File: config.mk
export PLATFORM = sky130hd
export DESIGN_NAME = mem_access_sched
export DESIGN_NICKNAME = d
export VERILOG_FILES = /design/src/rtl/mem_sched_pkg.sv /design/src/rtl/mem_lat_tracker.sv /design/src/rtl/mem_access_sched.sv
export SDC_FILE = /design/constraint.sdc
export NUM_CORES = 1
export LEC_CHECK = 0
export ABC_AREA = 1
export BUFFER_PORTS_ARGS = -buffer_cell sky130_fd_sc_hd__buf_2
export CORE_ASPECT_RATIO = 1.25
export CORE_MARGIN = 2
export CORE_UTILIZATION = 42
export DETAILED_ROUTE_END_ITERATION = 10
export PLACE_DENSITY = 0.8
export SYNTH_ARGS = -nofsm -noshare
export SYNTH_HDL_FRONTEND = slang
export SYNTH_SLANG_ARGS = --single-unit
File: constraint.sdc
create_clock -name clk -period 1.8 [get_ports clk]
set_clock_uncertainty 0.1 [all_clocks]
set_input_delay 0.09 -clock clk [delete_from_list [all_inputs] [get_ports clk]]
set_output_delay 0.09 -clock clk [all_outputs]
set_load 0.1 [all_outputs]
File: src/rtl/mem_sched_pkg.sv
// Shared types and constants for the RAM access scheduler.
package mem_sched_pkg;

  typedef enum logic {IDLE = 1'b0, RD_WAIT = 1'b1} state_e;
  typedef enum logic {OWN_IF = 1'b0, OWN_D = 1'b1} owner_e;

  localparam logic       REGION_INSTR = 1'b0;
  localparam logic       REGION_DATA  = 1'b1;
  localparam logic [3:0] BE_ALL       = 4'hF;

  // Counter width able to hold 0..n-1, never narrower than one bit.
  function automatic int cnt_w(input int n);
    return (n > 1) ? $clog2(n) : 1;
  endfunction

endpackage

File: src/rtl/mem_lat_tracker.sv
// Tracks the single outstanding RAM read: latency countdown, owner tag,
// rdata capture and the one-cycle rvalid pulse to the owning port.
module mem_lat_tracker
  import mem_sched_pkg::*;
#(
  parameter int DATA_W  = 32,
  parameter int RAM_LAT = 1
) (
  input  logic              clk,
  input  logic              reset,
  input  logic              rd_start,
  input  owner_e            rd_owner,
  input  logic [DATA_W-1:0] mem_rdata,
  output logic              busy,
  output logic              rd_done,
  output logic              if_rvalid,
  output logic [DATA_W-1:0] if_rdata,
  output logic              d_rvalid,
  output logic [DATA_W-1:0] d_rdata
);

  localparam int              LAT_W    = cnt_w(RAM_LAT);
  localparam logic [LAT_W-1:0] LAT_INIT = LAT_W'(RAM_LAT - 1);

  state_e            state, state_nxt;
  logic [LAT_W-1:0]  lat_cnt;
  owner_e            owner;

  assign busy    = (state == RD_WAIT);
  assign rd_done = busy && (lat_cnt == '0);

  // Next state: a read granted on the completion cycle keeps us in RD_WAIT.
  always_comb begin
    state_nxt = state;
    case (state)
      IDLE:    if (rd_start) state_nxt = RD_WAIT;
      RD_WAIT: if (rd_done)  state_nxt = rd_start ? RD_WAIT : IDLE;
      default: state_nxt = IDLE;
    endcase
  end

  // State register; reset drops any read in flight.
  always_ff @(posedge clk or negedge reset) begin
    if (!reset) state <= IDLE;
    else        state <= state_nxt;
  end

  // Latency countdown and owner tag, reloaded on every read grant.
  always_ff @(posedge clk or negedge reset) begin
    if (!reset) begin
      lat_cnt <= '0;
      owner   <= OWN_IF;
    end else if (rd_start) begin
      lat_cnt <= LAT_INIT;
      owner   <= rd_owner;
    end else if (busy && !rd_done) begin
      lat_cnt <= lat_cnt - LAT_W'(1);
    end
  end

  // Capture RAM data for the owner and pulse its rvalid one cycle later.
  always_ff @(posedge clk or negedge reset) begin
    if (!reset) begin
      if_rvalid <= 1'b0;
      d_rvalid  <= 1'b0;
      if_rdata  <= '0;
      d_rdata   <= '0;
    end else begin
      if_rvalid <= rd_done && (owner == OWN_IF);
      d_rvalid  <= rd_done && (owner == OWN_D);
      if (rd_done && owner == OWN_IF) if_rdata <= mem_rdata;
      if (rd_done && owner == OWN_D)  d_rdata  <= mem_rdata;
    end
  end

endmodule

File: src/rtl/mem_access_sched.sv
// Arbitrates the shared RAM between instruction fetch and load/store.
// Data wins by default; a starvation counter forces fetch through after
// MAX_DBURST consecutive data grants.
module mem_access_sched
  import mem_sched_pkg::*;
#(
  parameter int ADDR_W     = 13,
  parameter int DATA_W     = 32,
  parameter int RAM_LAT    = 1,
  parameter int MAX_DBURST = 4
) (
  input  logic              clk,
  input  logic              reset,
  input  logic              if_req,
  input  logic [ADDR_W-2:0] if_addr,
  output logic              if_gnt,
  output logic              if_rvalid,
  output logic [DATA_W-1:0] if_rdata,
  input  logic              d_req,
  input  logic              d_we,
  input  logic [ADDR_W-2:0] d_addr,
  input  logic [DATA_W-1:0] d_wdata,
  input  logic [3:0]        d_be,
  output logic              d_gnt,
  output logic              d_rvalid,
  output logic [DATA_W-1:0] d_rdata,
  output logic              mem_en,
  output logic              mem_we,
  output logic [3:0]        mem_be,
  output logic [ADDR_W-1:0] mem_addr,
  output logic [DATA_W-1:0] mem_wdata,
  input  logic [DATA_W-1:0] mem_rdata,
  output logic              core_stall
);

  localparam int SC_W = $clog2(MAX_DBURST + 1);

  logic [SC_W-1:0] starve_cnt;
  logic            busy, rd_done, can_gnt, force_if, d_win, if_win;
  logic            st_nop, rd_start;
  owner_e          rd_owner;

  // Grants only when no read is pending, or on the cycle the pending one completes.
  assign can_gnt  = reset && (!busy || rd_done);
  assign force_if = (starve_cnt == SC_W'(MAX_DBURST));
  assign d_win    = d_req && !(if_req && force_if);
  assign if_win   = if_req && !d_win;
  assign if_gnt   = can_gnt && if_win;
  assign d_gnt    = can_gnt && d_win;

  assign st_nop   = d_we && (d_be == 4'h0);
  assign rd_start = if_gnt || (d_gnt && !d_we);
  assign rd_owner = if_gnt ? OWN_IF : OWN_D;

  // RAM command mux driven from the winning port; a zero-mask store touches nothing.
  always_comb begin
    mem_en    = 1'b0;
    mem_we    = 1'b0;
    mem_be    = 4'h0;
    mem_addr  = '0;
    mem_wdata = '0;
    if (if_gnt) begin
      mem_en   = 1'b1;
      mem_be   = BE_ALL;
      mem_addr = {REGION_INSTR, if_addr};
    end else if (d_gnt && !st_nop) begin
      mem_en    = 1'b1;
      mem_we    = d_we;
      mem_be    = d_we ? d_be : BE_ALL;
      mem_addr  = {REGION_DATA, d_addr};
      mem_wdata = d_we ? d_wdata : '0;
    end
  end

  assign core_stall = reset && ((if_req && !if_gnt) || (d_req && !d_gnt) || busy);

  // Count data grants that bypass a waiting fetch.
  always_ff @(posedge clk or negedge reset) begin
    if (!reset)                   starve_cnt <= '0;
    else if (!if_req || if_gnt)   starve_cnt <= '0;
    else if (d_gnt && !force_if)  starve_cnt <= starve_cnt + SC_W'(1);
  end

  mem_lat_tracker #(
    .DATA_W  (DATA_W),
    .RAM_LAT (RAM_LAT)
  ) u_trk (
    .clk       (clk),
    .reset     (reset),
    .rd_start  (rd_start),
    .rd_owner  (rd_owner),
    .mem_rdata (mem_rdata),
    .busy      (busy),
    .rd_done   (rd_done),
    .if_rvalid (if_rvalid),
    .if_rdata  (if_rdata),
    .d_rvalid  (d_rvalid),
    .d_rdata   (d_rdata)
  );

endmodule

==> flow_summary.yaml <==
floorplan:
  die_w_um: 83.1
  initial_core_util_pct: 42.6
  die-area_sq_um: 8540
  fp.dieH_um: 103
  ioPinCount: 217
  num_rows: 36
  core_area_sq_um: 7700
yosys:
  yosys.cell_types.count: 20
  yosys_warnings: 0
  ys_ff_latch: 72
  post_synth.cell_area_avg_sq_um: 7.92
  netlist_area_sq_um: 3280
  syn-num-nets: 513
  ys_seq_area_share_pct: 54.9
  syn_inst: 414
worst_setup_path:
  r2r_end: "u_trk.owner"
  critPathRequiredTime_ns: 1.61
  reg2reg_depth: 11
  crit_path_top_delay_cell: "dfrtp_1"
  reg2reg_from: "starve_cnt[1]"
  r2r_slack_ns: -0.06
  startpoint_type: "flip-flop"
  crit_chain: "inv_2 -> ha_4 -> nand3_4 -> nand2_4 -> nor2_4 -> nand2_4 -> buf_8 -> buf_4 -> nor2_4 -> buf_12"
  max_stage_delay_ns: 0.38
  critPathMaxFanout: 4
  worstSetupEndpointType: "primary output"
  critPathArrivalTime_ns: 1.98
  criticalPathCategory: "flip-flop to primary output"
global_routing:
  grtUsageTotal_pct: 29.7
  grt_overflow: 0
  grt_pass1_wl_um: 20000
  antenna_found_initial: 0
  first_global_vias: 4016
  grt_max_degree: 73
clock_tree:
  cts_sinks: 72
  cts.path.max_buffers: 2
  clkTransAtPathRegs_ns: 0.08
  clkLatencyLatePin_ns: 0.34
  ctsHtreeMaxLevel: 3
  cts_tree: "yes"
  cts_made_buffers: 9
  root_buffer: "clkbuf_8"
drt:
  vias: 3941
  antenna_left: 0
  firstDrtPassIters: 5
  top_layer: "met4"
  route.detailed.drc: 0
  drt_iter0_markers: 270
  vias_per_cell: 5.07
  routed_wl_um: 14200
  post_drt_wl_per_cell_um: 18.2
  wl_met1_um: 4770
  wl_met2_um: 7700
  wl_met3_um: 945
cells_and_area:
  final_nets: 778
  area.growth.synth_to_final_pct: 106
  antennaDiodeCount: 0
  layout_commonest_cell: "buf_2"
  drive_gt1_share_pct: 51.2
  layout_common_cells: "162 x buf_2, 109 x nand2_1, 72 x dfrtp_1, 63 x o21ai_0, 59 x buf_12"
timing:
  finalHoldViolations: 0
  clock.fmax_mhz: 460
  setup_viol: 54
  rsz0062_at_grt: "true"
  tightest_slew_ns: 0.869
  finalCritPeriodShare_pct: 121
  fin_ws_ns: -0.375
  drv_slew: 0
  finalWorstPathRequiredPeriod_ns: 2.17
  tns_ns: -14.45
  slew_headroom_pct: 42.1
hold_path:
  hp-class: "input port to flip-flop"
  min_to: "u_trk.owner"
  hp-start: "d_we"
  whs_path_depth: 4
place:
  io_buffers: 216
  pre_cts_slack_ns: -0.0599
  gp_routability_congestion: 0.829
  hpwl_um: 8710
outcome:
  outcome: "finished, violations left"
  violations: "setup timing"
pwr:
  powerDensity_nw_per_um2: 1290
  ir_worst_vdd_v: 0.00167
  leakagePower_nw: 3.48
flow_run:
  maxCapViolCount: 0
where the power goes:
group	switching, mW	total, mW	leakage, nW	internal [mW]
Combinational	4.29	5.19	2.49	0.900
Sequential	0.254	2.29	0.894	2.03
Clock	0.600	1.23	0.0883	0.633
layer usage:
| metal | up-vias | track usage, % |
|---|---|---|
| met3 | 54 | 6.41 |
| met2 | 215 | 55.7 |
| met4 | 0 | 15.5 |
| met5 | - | 0 |
| li1 | 1796 | - |
| met1 | 1876 | 31.7 |
area by class of cell:
| type | count | area (sq um) |
|---|---|---|
| Timing Repair inverter | 2 | 27.5 |
| Tap cell | 95 | 119 |
| Clock inverter | 5 | 58.8 |
| Inverter | 45 | 194 |
| Timing Repair Buffer | 274 | 2510 |
| Clock buffer | 10 | 128 |
| Multi-Input combinational cell | 275 | 1910 |
| Sequential cell | 72 | 1800 |
| Fill cell | 359 | 953 |
critical path, delay by kind of cell, from the launching register on:
family	cells	cell delay [ns]
simple gates	5	0.52
flops	1	0.38
buf+inv	4	0.57
fa+ha+maj	1	0.17
sequential cells by signal, indices dropped and copies added, names as in the netlist:
name             flops
starve_cnt           3
u_trk.busy           1
u_trk.d_rdata       32
u_trk.d_rvalid       1
u_trk.if_rdata      32
u_trk.if_rvalid      1
u_trk.lat_cnt        1
u_trk.owner          1
stage by stage:
stage | cells | total power, mW | util [%] | hold slack, ns | instance area [sq um]
floorplan | 414 | 6.24 | - | -0.306 | 3870
global placement | 719 | 7.18 | 76.3 | 0.251 | 5880
detailed placement | 719 | 7.28 | 76.3 | 0.267 | 5880
CTS | 775 | 8.62 | 85.7 | 0.0239 | 6600
global route | 778 | 8.98 | 87.6 | 0.0396 | 6750
finish | 778 | 8.71 | 87.6 | 0.0413 | 6750
how the worst max path moves through the flow:
stage,slack [ns],end,start,cells past startpoint
2_1_floorplan,-0.66,mem_wdata[22],starve_cnt[0],9
3_3_place_gp,0.0009,mem_addr[4],starve_cnt[1],10
3_5_place_dp,-0.06,mem_addr[8],starve_cnt[1],10
4_1_cts,-0.30,mem_be[2],starve_cnt[0],10
5_1_grt,-0.46,mem_wdata[30],starve_cnt[1],10
6_report,-0.37,mem_wdata[30],starve_cnt[1],10
synth_stat cells, drive strengths merged:
library cell | number | share of area [%]
nand2 | 149 | 17
dfrtp | 72 | 55
o21ai | 70 | 11
inv | 45 | 5.1
nor2 | 44 | 5.4
buf | 13 | 2.8
clkbuf | 9 | 1.0
nand3 | 6 | 1.2
ha | 2 | 0.76
nor3 | 2 | 0.31
a21oi | 1 | 0.15
xor2 | 1 | 0.27
cells by family after synthesis:
| kind of cell | synth area share (%) |
|---|---|
| buf+inv | 9.00 |
| flops | 54.9 |
| simple gates | 24.2 |
| fa+ha+maj | 0.763 |
| xor+xnor | 0.267 |
| compound gates | 10.8 |
timing repair:
action                     4_1_cts  5_1_grt
resized for setup               38       27
hold endpoints to repair       136        0
pin swaps                        7        6
gates cloned                     3        0
hold buffers                    33        0
buffers inserted                 5        3
setup endpoints to repair       53       53
(Power assumes the default switching activity.)
